File: config.mk
export PLATFORM = sky130hd
export DESIGN_NAME = bavg_multi
export DESIGN_NICKNAME = d
export VERILOG_FILES = /design/src/rtl/bavg_multi.sv
export SDC_FILE = /design/constraint.sdc
export NUM_CORES = 1
export LEC_CHECK = 0
export CAP_MARGIN = 15
export CORE_AREA = 5 5 42 44
export DETAILED_ROUTE_END_ITERATION = 8
export DIE_AREA = 0 0 47 49
export SYNTH_ARGS = -nofsm -noshare
export SYNTH_HDL_FRONTEND = slang
export SYNTH_SLANG_ARGS = --single-unit
File: constraint.sdc
create_clock -name clk -period 4 [get_ports clk]
set_input_delay 0.6 -clock clk [delete_from_list [all_inputs] [get_ports clk]]
set_output_delay 0.6 -clock clk [all_outputs]
set_load 0.01 [all_outputs]
File: src/rtl/bavg_multi.sv
// N-input stochastic-bitstream averager: adds popcount(x) into a residue accumulator and emits a 1 per N input ones.
// Optional density window counter is enabled by defining BAVG_WINDOW_EN.
module bavg_multi #(
    parameter int N       = 4,
    parameter int PRELOAD = 0,
    parameter int WIN_LEN = 256
) (
    input  logic                           clk,
    input  logic                           rst_n,
    input  logic                           en,
    input  logic                           clr,
    input  logic [N-1:0]                   x,
    output logic                           y,
    output logic                           y_valid,
    output logic [$clog2(WIN_LEN+1)-1:0]   win_count,
    output logic                           win_done
);
    localparam int AW = $clog2(N);
    localparam int SW = $clog2(2 * N);
    localparam int CW = $clog2(WIN_LEN + 1);

    logic [AW-1:0] acc;
    logic [AW-1:0] acc_next;
    logic [SW-1:0] s;
    logic [SW-1:0] t;
    logic          y_next;

    // t never exceeds 2N-1, so a single conditional subtract keeps acc < N
    always_comb begin
        s = '0;
        for (int i = 0; i < N; i++) begin
            s = s + SW'(x[i]);
        end
        t        = SW'(acc) + s;
        y_next   = (t >= SW'(N));
        acc_next = y_next ? AW'(t - SW'(N)) : AW'(t);
    end

    always_ff @(posedge clk or negedge rst_n) begin
        if (!rst_n) begin
            acc     <= AW'(PRELOAD);
            y       <= 1'b0;
            y_valid <= 1'b0;
        end else if (clr) begin
            acc     <= AW'(PRELOAD);
            y       <= 1'b0;
            y_valid <= 1'b0;
        end else if (en) begin
            acc     <= acc_next;
            y       <= y_next;
            y_valid <= 1'b1;
        end else begin
            y       <= 1'b0;
            y_valid <= 1'b0;
        end
    end

`ifdef BAVG_WINDOW_EN
    localparam int YW = $clog2(WIN_LEN);

    logic [YW-1:0] cyc;
    logic [CW-1:0] ones;

    // The closing edge folds its own y bit into win_count so no sample straddles windows
    always_ff @(posedge clk or negedge rst_n) begin
        if (!rst_n) begin
            cyc       <= '0;
            ones      <= '0;
            win_count <= '0;
            win_done  <= 1'b0;
        end else if (clr) begin
            cyc      <= '0;
            ones     <= '0;
            win_done <= 1'b0;
        end else if (en) begin
            if (cyc == YW'(WIN_LEN - 1)) begin
                win_count <= ones + CW'(y_next);
                win_done  <= 1'b1;
                cyc       <= '0;
                ones      <= '0;
            end else begin
                win_done <= 1'b0;
                cyc      <= cyc + YW'(1);
                ones     <= ones + CW'(y_next);
            end
        end else begin
            win_done <= 1'b0;
        end
    end
`else
    assign win_count = '0;
    assign win_done  = 1'b0;
`endif

endmodule
==> impl_metrics.tcl, run 1 <==
set metrics [dict create \
    status "completed" \
    hold_violations 0 \
    async_reset_ff_share_pct 100 \
    power.density_nw_per_um2 324 \
    drc_errors 0 \
    cp.arrival_ns 2.63 \
    worstPathRequired_ns 4.14 \
    placed_area_um2 370 \
    gp_congestion 0.579 \
    ys_seq_area_share_pct 33.2 \
    die_h_um 49 \
    place.port_buffers 9 \
    dpl.hpwl_um 440 \
    dr.pass1.iters 2 \
    num_rows 14 \
    met3_usage_pct 1.11 \
    grt_max_degree 6 \
    tns_ns 0 \
    clock_path_buffers 2 \
    fp.dieW_um 47 \
    synth_area_um2 302 \
    cts_inserted_buffers 3 \
    insertion_delay_ns 0.23 \
    max_clock_freq_ghz 0.401 \
    yosysWarnings 0 \
    top_usage_layer "met4" \
    dr_total_vias 186 \
    cts_tree "built" \
    clock-sinks 4 \
    use_met1_pct 5.42 \
    crit_path_cell_trace "clkdlybuf4s50_1 > fa_1 > inv_1 > fa_1 > fa_1 > a211oi_1" \
    synthMuxAreaShare_pct 0 \
    drive_gt1_share_pct 10.0 \
    finalNetCount 53 \
    synth.area.top_cells "dfrtp_1 (33%), buf_4 (25%), fa_1 (20%), inv_1 (6.2%), a211oi_1 (5.0%)" \
    synth_commonest_cells "buf_4 (10), inv_1 (5), dfrtp_1 (4)" \
    synthXorXnorAreaFrac_pct 0 \
    grt-ovfl-total 0 \
    cts_resized 0 \
    cpMaxStageDelayCell "fa_1" \
    fin_skew_ns 0.00169 \
    final_area_um2 393 \
    track_usage_pct 5.40 \
    grt_pass1_vias 203 \
    synthCells 29 \
    path_clk_slew_ns 0.04 \
    rsz0062_at_grt "no" \
    critPathMostFrequentCell "fa_1" \
    synth-compound-area-share_pct 4.98 \
    fin_util_pct 28.0 \
    n_fill_cell 159 \
    ir_drop_uv 66.4 \
    synth.avg_cell_area_um2 10.4 \
    period_share_pct 62.3 \
    crit_fanout 1 \
    regArea_um2 100 \
    multiInputGateArea_um2 141 \
    wl_um 485 \
    power_leakage_nw 0.194 \
    root_buffer "clkbuf_4" \
    area_delta_synth_final_pct 30.3 \
    critPathKind "in -> reg" \
    maxCapViolCount 0 \
    finalMaxSlewViolations 0 \
    cp_slowest_stage_delay_ns 0.54 \
    dieArea_um2 2300 \
    synthSimpleGateAreaFrac_pct 9.54 \
    globalRouteMet2Util_pct 6.33 \
    synth_top_family_by_area "buffers and inverters" \
    diodes 0 \
    holdBufCountCts 0 \
    cp-start-kind "input pin" \
    post_drt_wl_per_cell_um 8.66 \
    initial_core_util_pct 21.5 \
    antenna_found_initial 0 \
    hp-class "in -> async" \
    synth_flop_cell "dfrtp_1" \
    setup_viol 0 \
    postRouteAntennaNets 0 \
    cts_setup_buffers 0 \
    vias_per_cell 3.32 \
    period_needed_ns 2.49 \
    htreeDepth 1 \
    synth_edf_count 0 \
    synth_seq_cells 4 \
    endpoint_kind "register" \
    synth_cell_types 9 \
    synthAdderAreaFrac_pct 19.9 \
    coreArea_um2 1400 \
    synth_top_cell_area_share_pct 33.2 \
    ioPinCount 20 \
    grt_pass1_wl_um 800 \
    drt_iter0_drc 1 \
    yosysTopAreaCell "dfrtp_1" \
    synth.most_common_cell "buf_4" \
]
-- where the power goes --
part           switching (mW)  internal [mW]
clock                  0.0153         0.0335
sequential            0.00171         0.0443
combinational          0.0165         0.0162
-- sequential cells by signal (all words and copies together) (netlist names) --
register	flops
acc	2
y_valid	1
y	1
-- cell type report --
class	count	share of cell area (%)
Sequential cell	4	25.5
Tap cell	16	5.10
Timing Repair Buffer	9	22.9
Inverter	5	4.78
Multi-Input combinational cell	19	36.0
Clock buffer	3	5.73
-- worst max-delay path: cells and delay by family --
kind | cells | cell delay [ns]
fa+ha+maj | 3 | 1.35
buf+inv | 2 | 0.48
compound gates | 1 | 0.20
-- cells in the final DEF, fill, tap and decap left out --
master           count
clkdlybuf4s50_1      9
inv_1                5
and2b_1              1
clkbuf_4             3
nor2b_4              1
fa_1                 3
nor2_1               2
conb_1              10
dfrtp_1              4
a211oi_1             2
-- per-layer routing --
| layer | wire (um) | share of wire [%] |
|---|---|---|
| met1 | 147 | 30 |
| met2 | 265 | 55 |
| met3 | 53 | 11 |
| met4 | 19 | 3.9 |
| met5 | 0 | 0 |
-- worst paths after layout --
| kind | start | to | slack, ns | cells after the start |
|---|---|---|---|---|
| worst min-delay path | rst_n | acc[0]$_DFFE_PN0P_ | 0.57 | 1 |
| worst min register to register | acc[1]$_DFFE_PN0P_ | acc[1]$_DFFE_PN0P_ | 0.57 | 2 |
| max in group asynchronous | rst_n | y_valid$_DFF_PN0_ | 3.27 | 1 |
| worst max register to register | acc[0]$_DFFE_PN0P_ | acc[1]$_DFFE_PN0P_ | 2.46 | 4 |
| worst max-delay path | x[0] | acc[1]$_DFFE_PN0P_ | 1.51 | 6 |
| min in group clk | acc[1]$_DFFE_PN0P_ | acc[1]$_DFFE_PN0P_ | 0.57 | 2 |
-- metrics by stage --
stage / worst slack (ns) / instances / total power [mW] / hold slack [ns]
after detailed placement: 1.23 / 53 / 0.0801 / 0.561
after floorplan: 1.77 / 38 / 0.0710 / 0.304
after global placement: 1.30 / 53 / 0.0770 / 0.556
final: 1.51 / 56 / 0.127 / 0.565
after global routing: 1.43 / 56 / 0.138 / 0.586
after CTS: 1.50 / 56 / 0.130 / 0.567
-- cell families (layout without fill, tap and decap cells) --
group / after synthesis / count (layout)
flip-flops: 4 / 4
other: 1 / 10
AO/OA/AOI/OAI: 2 / 2
adder cells (fa/ha/maj): 3 / 3
buffers and inverters: 15 / 17
AND/OR/NAND/NOR: 4 / 4
No activity file was read; power rests on OpenSTA's default activity.
==> inputs of run 2 (changes only) <==
clock period = 2.3 ns   (was 4 ns; I/O delays follow)
==> impl_metrics.tcl, run 2 (same netlist as run 1, synthesis figures left out) <==
set metrics [dict create \
    status "completed" \
    critPathTopFamily "adder cells" \
    endpoint_kind "register" \
    layout_common_cells "conb_1 (10), clkdlybuf4s50_1 (9), inv_1 (5)" \
    startpoint "x[0]" \
    post_drt_wl_per_cell_um 9.14 \
    multiInputGateArea_um2 146 \
    place.port_buffers 9 \
    worstPathRequired_ns 2.44 \
    cp.arrival_ns 2.41 \
    dr.pass1.iters 1 \
    critical_path_depth 6 \
    finalMaxSlewViolations 0 \
    critPathKind "in -> reg" \
    final_area_um2 398 \
    wl_um 512 \
    clock_path_buffers 2 \
    cts_inserted_buffers 3 \
    max_clock_freq_ghz 0.441 \
    cp-start-kind "input pin" \
    antenna_found_initial 0 \
    power_leakage_nw 0.195 \
    power.density_nw_per_um2 571 \
    crit_path_cell_trace "clkdlybuf4s50_1 > fa_1 > inv_1 > fa_1 > fa_1 > a211oi_2" \
    placed_area_um2 370 \
    diodes 0 \
    initial_core_util_pct 21.5 \
    final_common_cell "conb_1" \
    drc_errors 0 \
    hp-class "in -> async" \
    fp.dieW_um 47 \
    tns_ns 0 \
    grt_pass1_wl_um 676 \
    r2r_cells 4 \
    maxCapViolCount 0 \
    drt_iter0_drc 0 \
    htreeDepth 1 \
    largest_registers "acc: 2 flops, y: 1 flops, y_valid: 1 flops" \
    vias_per_cell 3.29 \
    postRouteAntennaNets 0 \
    ir_drop_uv 125 \
    fin_skew_ns 0.00122 \
    grt-ovfl-total 0 \
    dieArea_um2 2300 \
    n_fill_cell 154 \
    cts_setup_buffers 0 \
    period_needed_ns 2.27 \
    crit_buf_inv 2 \
    ioPinCount 20 \
    drive_gt1_share_pct 12.5 \
    critPathMostFrequentCell "fa_1" \
    gp_congestion 0.604 \
    cpMaxStageDelayCell "fa_1" \
    grt_max_degree 6 \
    regArea_um2 100 \
    dr_total_vias 184 \
    crit_fanout 1 \
    clock-sinks 4 \
    coreArea_um2 1400 \
    path_clk_slew_ns 0.04 \
    period_share_pct 98.5 \
    area_delta_synth_final_pct 32.0 \
    die_h_um 49 \
    root_buffer "clkbuf_4" \
    track_usage_pct 5.11 \
    largest_register_ffs 2 \
    cts_tree "built" \
    fin_util_pct 28.4 \
    dpl.hpwl_um 408 \
    grt_pass1_vias 183 \
    top_register "acc" \
    hold_violations 0 \
    num_rows 14 \
    cp_slowest_stage_delay_ns 0.53 \
    setup_viol 0 \
    holdBufCountCts 0 \
    insertion_delay_ns 0.23 \
    finalNetCount 53 \
    reg2reg_from "acc[0]$_DFFE_PN0P_" \
]
run 2: cell counts in the layout (fill, tap and decap cells not counted):
Identical to the previous run, type by type.
run 2: worst paths after layout:
check	end	slack [ns]
max	acc[1]$_DFFE_PN0P_	0.03
min	acc[0]$_DFFE_PN0P_	0.31
max reg2reg	acc[1]$_DFFE_PN0P_	0.72
min reg2reg	acc[0]$_DFFE_PN0P_	0.57
max in group asynchronous	y_valid$_DFF_PN0_	1.83
min in group clk	acc[0]$_DFFE_PN0P_	0.57
run 2: per-stage QoR:
stage | cells | power (mW) | setup WS [ns] | hold WS (ns)
floorplan | 38 | 0.124 | 0.327 | 0.0494
global placement | 53 | 0.134 | -0.147 | 0.554
detailed placement | 53 | 0.137 | -0.219 | 0.558
CTS | 56 | 0.226 | 0.0405 | 0.310
global route | 56 | 0.243 | -0.00978 | 0.319
finish | 56 | 0.227 | 0.0341 | 0.310
run 2: worst register-to-register path: cells and delay by family (launching register included):
family	cells	cell delay, ns
flops	1	0.35
buf+inv	1	0.06
fa+ha+maj	2	0.88
compound gates	1	0.20
run 2: area by class of cell:
cell class	count	area share, %
multi-input combinational	19	36.8
sequential	4	25.2
timing repair buffer	9	22.6
clock buffer	3	5.66
tap	16	5.03
inverter	5	4.72
run 2: timing repair:
item,in CTS,in global routing
resized for setup,0,1
endpoints found under the hold margin,0,0
setup endpoints to repair,0,1
run 2: power by group:
group / total, mW / switching [mW] / internal [mW]
sequential: 0.0799 / 0.00299 / 0.0769
clock: 0.0871 / 0.0288 / 0.0584
combinational: 0.0603 / 0.0307 / 0.0296
run 2: metal layers:
metal | wire, um | vias up | share of wire, % | GRT usage, %
li1 | - | 87 | - | -
met1 | 153 | 81 | 30 | 4.97
met2 | 268 | 12 | 52 | 5.20
met3 | 40 | 4 | 7.8 | 1.11
met4 | 51 | 0 | 10 | 11.1
met5 | 0 | - | 0 | 0
